===== src/rtl/digit_scan_pkg.sv =====
// Shared definitions for the digit scan controller: state encoding and
// digit-index search helpers used on entry and on every advance.
package digit_scan_pkg;

    typedef enum logic [1:0] {
        ST_IDLE  = 2'b00,
        ST_SHOW  = 2'b01,
        ST_BLANK = 2'b10
    } scan_state_e;

    // Lowest set bit of the mask; 0 when the mask is empty.
    function automatic logic [1:0] first_set(input logic [3:0] mask);
        logic [1:0] res;
        res = 2'b00;
        for (int i = 3; i >= 0; i--) begin
            if (mask[i]) begin
                res = 2'(i);
            end
        end
        return res;
    endfunction

    // First set bit searching idx+1, idx+2, idx+3 (mod 4); falls back to idx itself.
    function automatic logic [1:0] next_enabled(input logic [1:0] idx, input logic [3:0] mask);
        logic [1:0] res;
        logic [1:0] cand;
        res = idx;
        for (int k = 3; k >= 1; k--) begin
            cand = idx + 2'(k);
            if (mask[cand]) begin
                res = cand;
            end
        end
        return res;
    endfunction

endpackage


===== src/rtl/digit_scan_controller_next_index.sv =====
// Combinational successor lookup: next enabled digit after idx and whether
// moving to it wraps the frame.
module scan_next_index
    import digit_scan_pkg::*;
(
    input  logic [1:0] idx,
    input  logic [3:0] mask,
    output logic [1:0] nxt,
    output logic       wrap
);

    // Successor digit and frame-wrap flag
    always_comb begin
        nxt  = next_enabled(idx, mask);
        wrap = (nxt <= idx);
    end

endmodule


===== src/rtl/digit_scan_controller.sv =====
// Scan generator for a 4-digit multiplexed display: holds each enabled digit
// for DWELL cycles followed by BLANK cycles of blanking, with registered outputs.
module digit_scan_controller
    import digit_scan_pkg::*;
#(
    parameter int DWELL = 100000,
    parameter int BLANK = 1000,
    parameter int CNT_W = 20
) (
    input  logic       clk,
    input  logic       rst,
    input  logic       en,
    input  logic [3:0] digit_mask,
    output logic       sel_a,
    output logic       sel_b,
    output logic       sel_valid,
    output logic       scan_tick,
    output logic       frame_tick
);

    localparam logic [CNT_W-1:0] DWELL_LOAD = CNT_W'(DWELL - 1);
    localparam logic [CNT_W-1:0] BLANK_LOAD = (BLANK > 0) ? CNT_W'(BLANK - 1) : '0;

    scan_state_e      state_r, state_s;
    logic [1:0]       idx_r, idx_s;
    logic [CNT_W-1:0] cnt_r, cnt_s;
    logic             valid_r, valid_s;
    logic             scan_r, scan_s;
    logic             frame_r, frame_s;
    logic             abort_s;
    logic [1:0]       nxt_s;
    logic             wrap_s;

    scan_next_index u_next (
        .idx  (idx_r),
        .mask (digit_mask),
        .nxt  (nxt_s),
        .wrap (wrap_s)
    );

    // Next-state, counter and registered-output logic
    always_comb begin
        state_s = state_r;
        idx_s   = idx_r;
        cnt_s   = cnt_r;
        valid_s = 1'b0;
        scan_s  = 1'b0;
        frame_s = 1'b0;
        abort_s = (!en) || (digit_mask == 4'b0000);
        case (state_r)
            ST_IDLE: begin
                if (!abort_s) begin
                    state_s = ST_SHOW;
                    idx_s   = first_set(digit_mask);
                    cnt_s   = DWELL_LOAD;
                    valid_s = 1'b1;
                    scan_s  = 1'b1;
                end else begin
                    cnt_s = '0;
                end
            end
            ST_SHOW: begin
                if (abort_s) begin
                    state_s = ST_IDLE;
                    cnt_s   = '0;
                end else if (cnt_r != '0) begin
                    cnt_s   = cnt_r - CNT_W'(1);
                    valid_s = 1'b1;
                end else if (BLANK > 0) begin
                    state_s = ST_BLANK;
                    cnt_s   = BLANK_LOAD;
                end else begin
                    // No blanking: advance straight into the next digit
                    idx_s   = nxt_s;
                    cnt_s   = DWELL_LOAD;
                    valid_s = 1'b1;
                    scan_s  = 1'b1;
                    frame_s = wrap_s;
                end
            end
            ST_BLANK: begin
                if (abort_s) begin
                    state_s = ST_IDLE;
                    cnt_s   = '0;
                end else if (cnt_r != '0) begin
                    cnt_s = cnt_r - CNT_W'(1);
                end else begin
                    state_s = ST_SHOW;
                    idx_s   = nxt_s;
                    cnt_s   = DWELL_LOAD;
                    valid_s = 1'b1;
                    scan_s  = 1'b1;
                    frame_s = wrap_s;
                end
            end
            default: begin
                state_s = ST_IDLE;
                idx_s   = 2'b00;
                cnt_s   = '0;
            end
        endcase
    end

    // State, index, counter and output registers
    always_ff @(posedge clk or posedge rst) begin
        if (rst) begin
            state_r <= ST_IDLE;
            idx_r   <= 2'b00;
            cnt_r   <= '0;
            valid_r <= 1'b0;
            scan_r  <= 1'b0;
            frame_r <= 1'b0;
        end else begin
            state_r <= state_s;
            idx_r   <= idx_s;
            cnt_r   <= cnt_s;
            valid_r <= valid_s;
            scan_r  <= scan_s;
            frame_r <= frame_s;
        end
    end

    assign sel_a      = idx_r[1];
    assign sel_b      = idx_r[0];
    assign sel_valid  = valid_r;
    assign scan_tick  = scan_r;
    assign frame_tick = frame_r;

endmodule


===== config.mk =====
export PLATFORM = sky130hd
export DESIGN_NAME = digit_scan_controller
export DESIGN_NICKNAME = d
export VERILOG_FILES = /design/src/rtl/digit_scan_pkg.sv /design/src/rtl/digit_scan_controller_next_index.sv /design/src/rtl/digit_scan_controller.sv
export SDC_FILE = /design/constraint.sdc
export NUM_CORES = 1
export LEC_CHECK = 0
export CELL_PAD_IN_SITES_DETAIL_PLACEMENT = 0
export CELL_PAD_IN_SITES_GLOBAL_PLACEMENT = 1
export CORE_MARGIN = 4
export CORE_UTILIZATION = 25
export CTS_CLUSTER_DIAMETER = 50
export CTS_CLUSTER_SIZE = 8
export DETAILED_ROUTE_END_ITERATION = 7
export MAX_ROUTING_LAYER = met4
export PLACE_DENSITY = 0.48
export SETUP_SLACK_MARGIN = 0.2
export SLEW_MARGIN = 30
export SYNTH_ARGS = -nofsm -noshare
export SYNTH_HDL_FRONTEND = slang
export SYNTH_HIERARCHICAL = 1
export SYNTH_SLANG_ARGS = --single-unit

===== constraint.sdc =====
create_clock -name clk -period 1.9 [get_ports clk]
set_input_delay 0.38 -clock clk [delete_from_list [all_inputs] [get_ports clk]]
set_output_delay 0.38 -clock clk [all_outputs]
set_load 0.05 [all_outputs]

### After elaboration in Yosys (flattened, before gate mapping)

Cells that the tools add are included.

| word-level totals | value |
|---|---|
| flip-flop bits (word level) | 27 |
| input bits | 7 |
| bits in latches | 0 |
| bits in read-only memories | 0 |
| memories | 0 |
| bits in writable memories | 0 |
| logic and storage cells | 68 |

| operators by class | value |
|---|---|
| magnitude comparators | 4 |
| muxes and demuxes | 39 |
| equal/unequal tests | 7 |
| shifts and indexed selects | 0 |
| bitwise gates (word level) | 1 |
| div/mod/pow operators | 0 |
| multipliers | 0 |
| reductions and logical operators | 7 |
| add/subtract/negate cells | 4 |

Operators with widths:

| operator | number |
|---|---|
| 20-bit two-way mux | 4 |
| 20-bit case mux with 3 select lines | 1 |
| 2-bit two-way mux | 15 |
| 20-bit nonzero test | 1 |
| 20-bit by 1-bit subtractor with 20-bit output (second input constant) | 1 |
| 17-bit two-way mux | 1 |
| 2-bit case mux with 3 select lines | 2 |
| 1-bit two-way mux | 11 |
| 2-bit by 3-bit < comparator with 1-bit output (second input constant) | 3 |
| 1-bit binary-select mux with 2-bit select | 3 |
| 2-bit inequality test (second input constant) | 3 |
| 3-bit inequality test (second input constant) | 2 |
| 2-bit adder (second input constant) | 2 |
| 4-bit zero test | 1 |
| 4-bit AND reduction | 1 |
| 1-bit case mux with 3 select lines | 1 |
| 3-bit AND reduction | 1 |
| 2-bit by 1-bit adder with 2-bit output (second input constant) | 1 |
| 2-bit by 1-bit equality test with 1-bit output (second input constant) | 1 |
| 2-bit equality test (second input constant) | 1 |
| 2-bit less-or-equal comparator | 1 |
| 2-bit zero test | 1 |
| 1-bit case mux with 2 select lines | 1 |
| 1-bit zero test | 1 |
| 2 further kinds | 2 |

### Depth between registers and ports, before layout

| logic depth | value |
|---|---|
| depth in word-level cells | 10 |
| gate-level depth with buffers | 8 |

### Cells and area by module

The synthesis kept the hierarchy.

By module, submodules not included:

| module | sequential area each (µm²) | times used | cells an instance | area each (µm²) |
|---|---|---|---|---|
| digit_scan_controller | 675.6 | 1 | 163 | 1572.8 |
| scan_next_index | 0.0 | 1 | 17 | 135.1 |

### Worst setup path before layout

OpenSTA, ideal clock, no wires.

| timing path | value |
|---|---|
| kind | flip-flop to flip-flop |
| from | reg idx_r[1] |
| to | reg frame_r, in the netlist frame_tick |
| arrival time | 1.832 ns |
| slack | -0.020 ns |
| clock period less this slack | 1.920 ns |
| data required time | 1.812 ns |
| stages on the path, launching flop included | 8 |
| buffers on the path | 1 |
| cell sequence | dfrtp_1 buf_6 a21o_2 a31oi_1 ha_1 nor2b_1 o21ai_0 nor3b_1 |

| on the way | value |
|---|---|
| longest elaborated chain between the ends | 10 |
| elaborated cells on any way between the ends | 16 |
| those cells by class | add/sub: 3; order compare: 1; mux: 12 |

RTL lines:

| what | RTL line | RTL |
|---|---|---|
| start, declared | digit_scan_controller.sv:25 | `logic [1:0] idx_r, idx_s;` |
| start signal, assigned | digit_scan_controller.sv:115 | `idx_r <= idx_s;` |
| 2-bit adder | digit_scan_pkg.sv:29 | `cand = idx + 2'(k);` |
| 1-bit binary-select mux with 2-bit select | digit_scan_pkg.sv:30 | `if (mask[cand]) begin` |
| 1-bit two-way mux (implied by the code) | digit_scan_pkg.sv:30 |  |
| 2-bit two-way mux (2 in a row) | digit_scan_pkg.sv:30 |  |
| 2-bit two-way mux * | digit_scan_pkg.sv:30 |  |
| net nxt_s[1] | digit_scan_controller.sv:31 | `logic [1:0] nxt_s;` |
| 2-bit less-or-equal comparator * | digit_scan_controller_next_index.sv:15 | `wrap = (nxt <= idx);` |
| net wrap_s | digit_scan_controller.sv:32 | `logic wrap_s;` |
| 1-bit two-way mux * | digit_scan_controller.sv:85 | `end else if (cnt_r != '0) begin` |
| 1-bit two-way mux * | digit_scan_controller.sv:82 | `if (abort_s) begin` |
| 1-bit two-way mux * | -- |  |
| net frame_s | digit_scan_controller.sv:29 | `logic frame_r, frame_s;` |
| end signal, assigned | digit_scan_controller.sv:119 | `frame_r <= frame_s;` |
| end, declared | digit_scan_controller.sv:29 |  |

Mark *: on every way through the listed nets, which the timed path passes. The rest lies on a longest branch. The select of a mux whose other input is x is not followed.
A chain may end at the register's enable or synchronous reset.

### Final worst setup path

| timing path | value |
|---|---|
| from | reg cnt_r[5] |
| to | reg cnt_r[4] |

| on the way | value |
|---|---|
| longest elaborated chain between the ends | 4 |
| elaborated cells on any way between the ends | 6 |
| those cells by class | mux: 5; reduce/logical: 1 |

RTL lines:

| what | RTL line | RTL |
|---|---|---|
| start, declared | digit_scan_controller.sv:26 | `logic [CNT_W-1:0] cnt_r, cnt_s;` |
| start signal, assigned | digit_scan_controller.sv:116 | `cnt_r <= cnt_s;` |
| 20-bit nonzero test * | digit_scan_controller.sv:66, digit_scan_controller.sv:85 |  |
| 20-bit two-way mux, on equally long branches | digit_scan_controller.sv:85, digit_scan_controller.sv:66 |  |
| 20-bit two-way mux, on equally long branches | digit_scan_controller.sv:82, digit_scan_controller.sv:63 |  |
| 20-bit case mux with 3 select lines * | digit_scan_controller.sv:50 | `case (state_r)` |
| net cnt_s[4] | digit_scan_controller.sv:26 |  |

Mark *: on every way through the listed nets, which the timed path passes. The rest lies on a longest branch.

==> results.ini <==
[run_status]
status = complete, no violations

[logic_synthesis]
synth_area_um2 = 1708
synth_area_leaders = dfrtp_1, xnor2_1, nor2_1
synth_fp_nets = 191
yosysTopAreaCell = dfrtp_1
syn_inst = 180
synth.most_common_cell = dfrtp_1
syn_avg_cell_area_um2 = 9.488
synth_top_cell_area_share_pct = 39.56
synth_commonest_cells = dfrtp_1, nor2_1, nand2_1
synth-async-reset-ratio_pct = 100.0
synth-seq-area-share_pct = 39.56
synth_cell_types = 55
ys_warn_count = 6
synth_ff_type = dfrtp_1
synth_edf_count = 0
synth-seq-cells = 27

[global_routing]
gr-total-overflow = 0
antenna_found_initial = 0
grt_pass1_wl_um = 8148
grt_use_total_pct = 12.47
grt_start_max_net_pins = 28
grt_pass1_vias = 1660

[pwr]
power_frac_comb_pct = 35.8
swShare_pct = 34.02
p_per_area_nw_per_um2 = 646.1
switching_power_uw = 539.8
ir_drop_mv = 0.3018
pwr-share-seq_pct = 42.0
internal_power_mw = 1.047
power_frac_clock_pct = 22.2
p_leak_nw = 1.016

[clocking]
htree_levels = 1
tritoncts = yes
cts_root_buf = clkbuf_8
clk_latency_ns = 0.28
cts.sinks = 27
numCtsBuffers = 3
path_clk_slew_ns = 0.10
clockBufferDepth = 2

[sta]
max_freq_mhz = 555.7
setup_viol = 0
fin_skew_ns = 0.004153
slew_headroom_pct = 63.49
tightestPinTransition_ns = 0.5457
period_minus_slack_ns = 1.799
layout_worst_path_cycle_share_pct = 94.70
holdWs_ns = 0.4669
slew_violations = 0
fin_ws_ns = 0.1006
rsz0062_at_grt = yes
final-hold-violation-count = 0

[placement]
placement.io_buffers = 11
globalplace.congestion = 0.8275
dpl.hpwl_um = 3517
dp_slack_ns = -0.2454
placed_cells = 291

[finish]
layout.nets = 243
fillers = 671
fin_cells = 308
ff_latch_area_um2 = 678.2
antenna_cells = 0
area_growth_pct = 43.81
drive_above_1_share_pct = 40.26
multi_input_area_um2 = 1157

[critical_path]
rrSetupSlack_ns = 0.10
crit_path_end_kind = register
criticalPathCategory = register to register
critPathMaxFanout = 6
required_ns = 2.08
arrival_ns = 1.98
cp-start-kind = register

[floorplanning]
dieArea_um2 = 8218
io_pins = 12
start_util_pct = 26.30
num_rows = 29
die_x_um = 90.66
fp.dieH_um = 90.66
core_area_um2 = 6495

[route]
remaining_drc_errors = 0
ant_nets = 0
via_count = 1616
first_pass_iters = 4
vias_per_cell = 5.247
route.detailed.wl_per_inst_um = 16.03
drt_wl_total_um = 4937
drtIter0Drc = 49

[run]
maxCapViolCount = 0

[worst_hold_path]
hold_class = input pin to async pin

[worst max-delay path, cell delays in order, from the launching register on]
cell     delay, ns
dfrtp_1       0.42
nor4_4        0.34
and4_4        0.28
and4_4        0.29
o21ai_1       0.08
a32o_2        0.28
[flip-flops by register name (all words and copies together) (netlist names)]
signal	cells
cnt_r	20
frame_tick	1
idx_r	2
state_r	2
sel_valid	1
scan_tick	1
[power groups by stage]
| stage | clock [mW] | sequential, mW | combinational [mW] |
|---|---|---|---|
| 6_report | 0.353 | 0.667 | 0.567 |
| 5_1_grt | 0.392 | 0.674 | 0.619 |
| 4_1_cts | 0.369 | 0.673 | 0.501 |
| 3_5_place_dp | 0 | 0.681 | 0.444 |
| 3_3_place_gp | 0 | 0.680 | 0.441 |
| 2_1_floorplan | 0 | 0.699 | 0.258 |
[area by class of cell]
type                       instances  share of cell area, %
multi-input combinational        137                  47.12
sequential                        27                  27.61
timing repair buffer              54                  18.14
tap                               77                  3.923
clock buffer                       4                  1.834
inverter                           9                  1.375
[layer usage]
metal / GRT usage, % / up-vias / part of all wire [%]
li1: - / 769 / -
met1: 16.62 / 817 / 49
met2: 19.70 / 26 / 48
met3: 1.417 / 4 / 1.7
met4: 4.082 / 0 / 1.1
met5: - / - / 0
[per-stage QoR]
stage	TNS [ns]	utilization [%]	power, mW	cell area [um^2]
final	0	37.82	1.587	2456
after global routing	0	37.82	1.685	2456
after CTS	0	35.70	1.542	2318
after detailed placement	-1.789	32.31	1.125	2098
after global placement	-1.277	32.31	1.121	2098
after floorplan	0	-	0.9573	1715
[final timing paths]
kind,startpoint,to,cells after the start
setup / recovery,cnt_r[5],cnt_r[4],5
hold / removal,rst,cnt_r[6],3
setup reg to reg,cnt_r[5],cnt_r[4],5
hold reg to reg,cnt_r[10],cnt_r[10],3
max in group asynchronous,rst,idx_r[0],3
min in group clk,cnt_r[10],cnt_r[10],3
[cell families (layout without fill, tap and decap cells)]
group                    after synthesis  after routing  share of synthesized area [%]
adder cells (fa/ha/maj)                4              4                          2.931
multiplexers                           2              2                          1.172
AO/OA/AOI/OAI                         41             41                          17.95
XOR/XNOR                              15             15                          7.693
AND/OR/NAND/NOR                       75             75                          26.15
buffers and inverters                 16             67                          4.542
flip-flops                            27             27                          39.56
[what timing repair did]
| item | CTS | global route |
|---|---|---|
| endpoints found under the setup margin | 28 | 27 |
| buffers inserted | 4 | 8 |
| pin swaps | 21 | 14 |
| gates cloned | 1 | 0 |
| hold buffers | 0 | 0 |
| gates resized for setup | 40 | 14 |
[cell usage in the layout (no fill, tap or decap), types with 2 or more instances in the layout]
cell type / count
nand3_1: 2
or4_4: 2
nand2_1: 12
dlygate4sd2_1: 7
ha_1: 3
and4_4: 2
dfrtp_1: 25
o221a_1: 2
nor3_2: 7
and3_1: 4
a21oi_2: 3
nor3b_1: 2
nand2_2: 2
a21oi_1: 3
nor4_2: 2
clkbuf_2: 2
a31oi_1: 2
clkbuf_8: 3
xor2_1: 6
o41ai_2: 2
mux2i_1: 2
nor2b_1: 2
inv_1: 9
clkdlybuf4s50_1: 2
nand4_1: 4
a211oi_2: 3
nor2_1: 16
o21ai_0: 5
buf_4: 37
o21ai_1: 4
buf_6: 5
xnor2_1: 9
nor4_1: 2
dfrtp_2: 2
No activity file was read; power rests on OpenSTA's default activity.
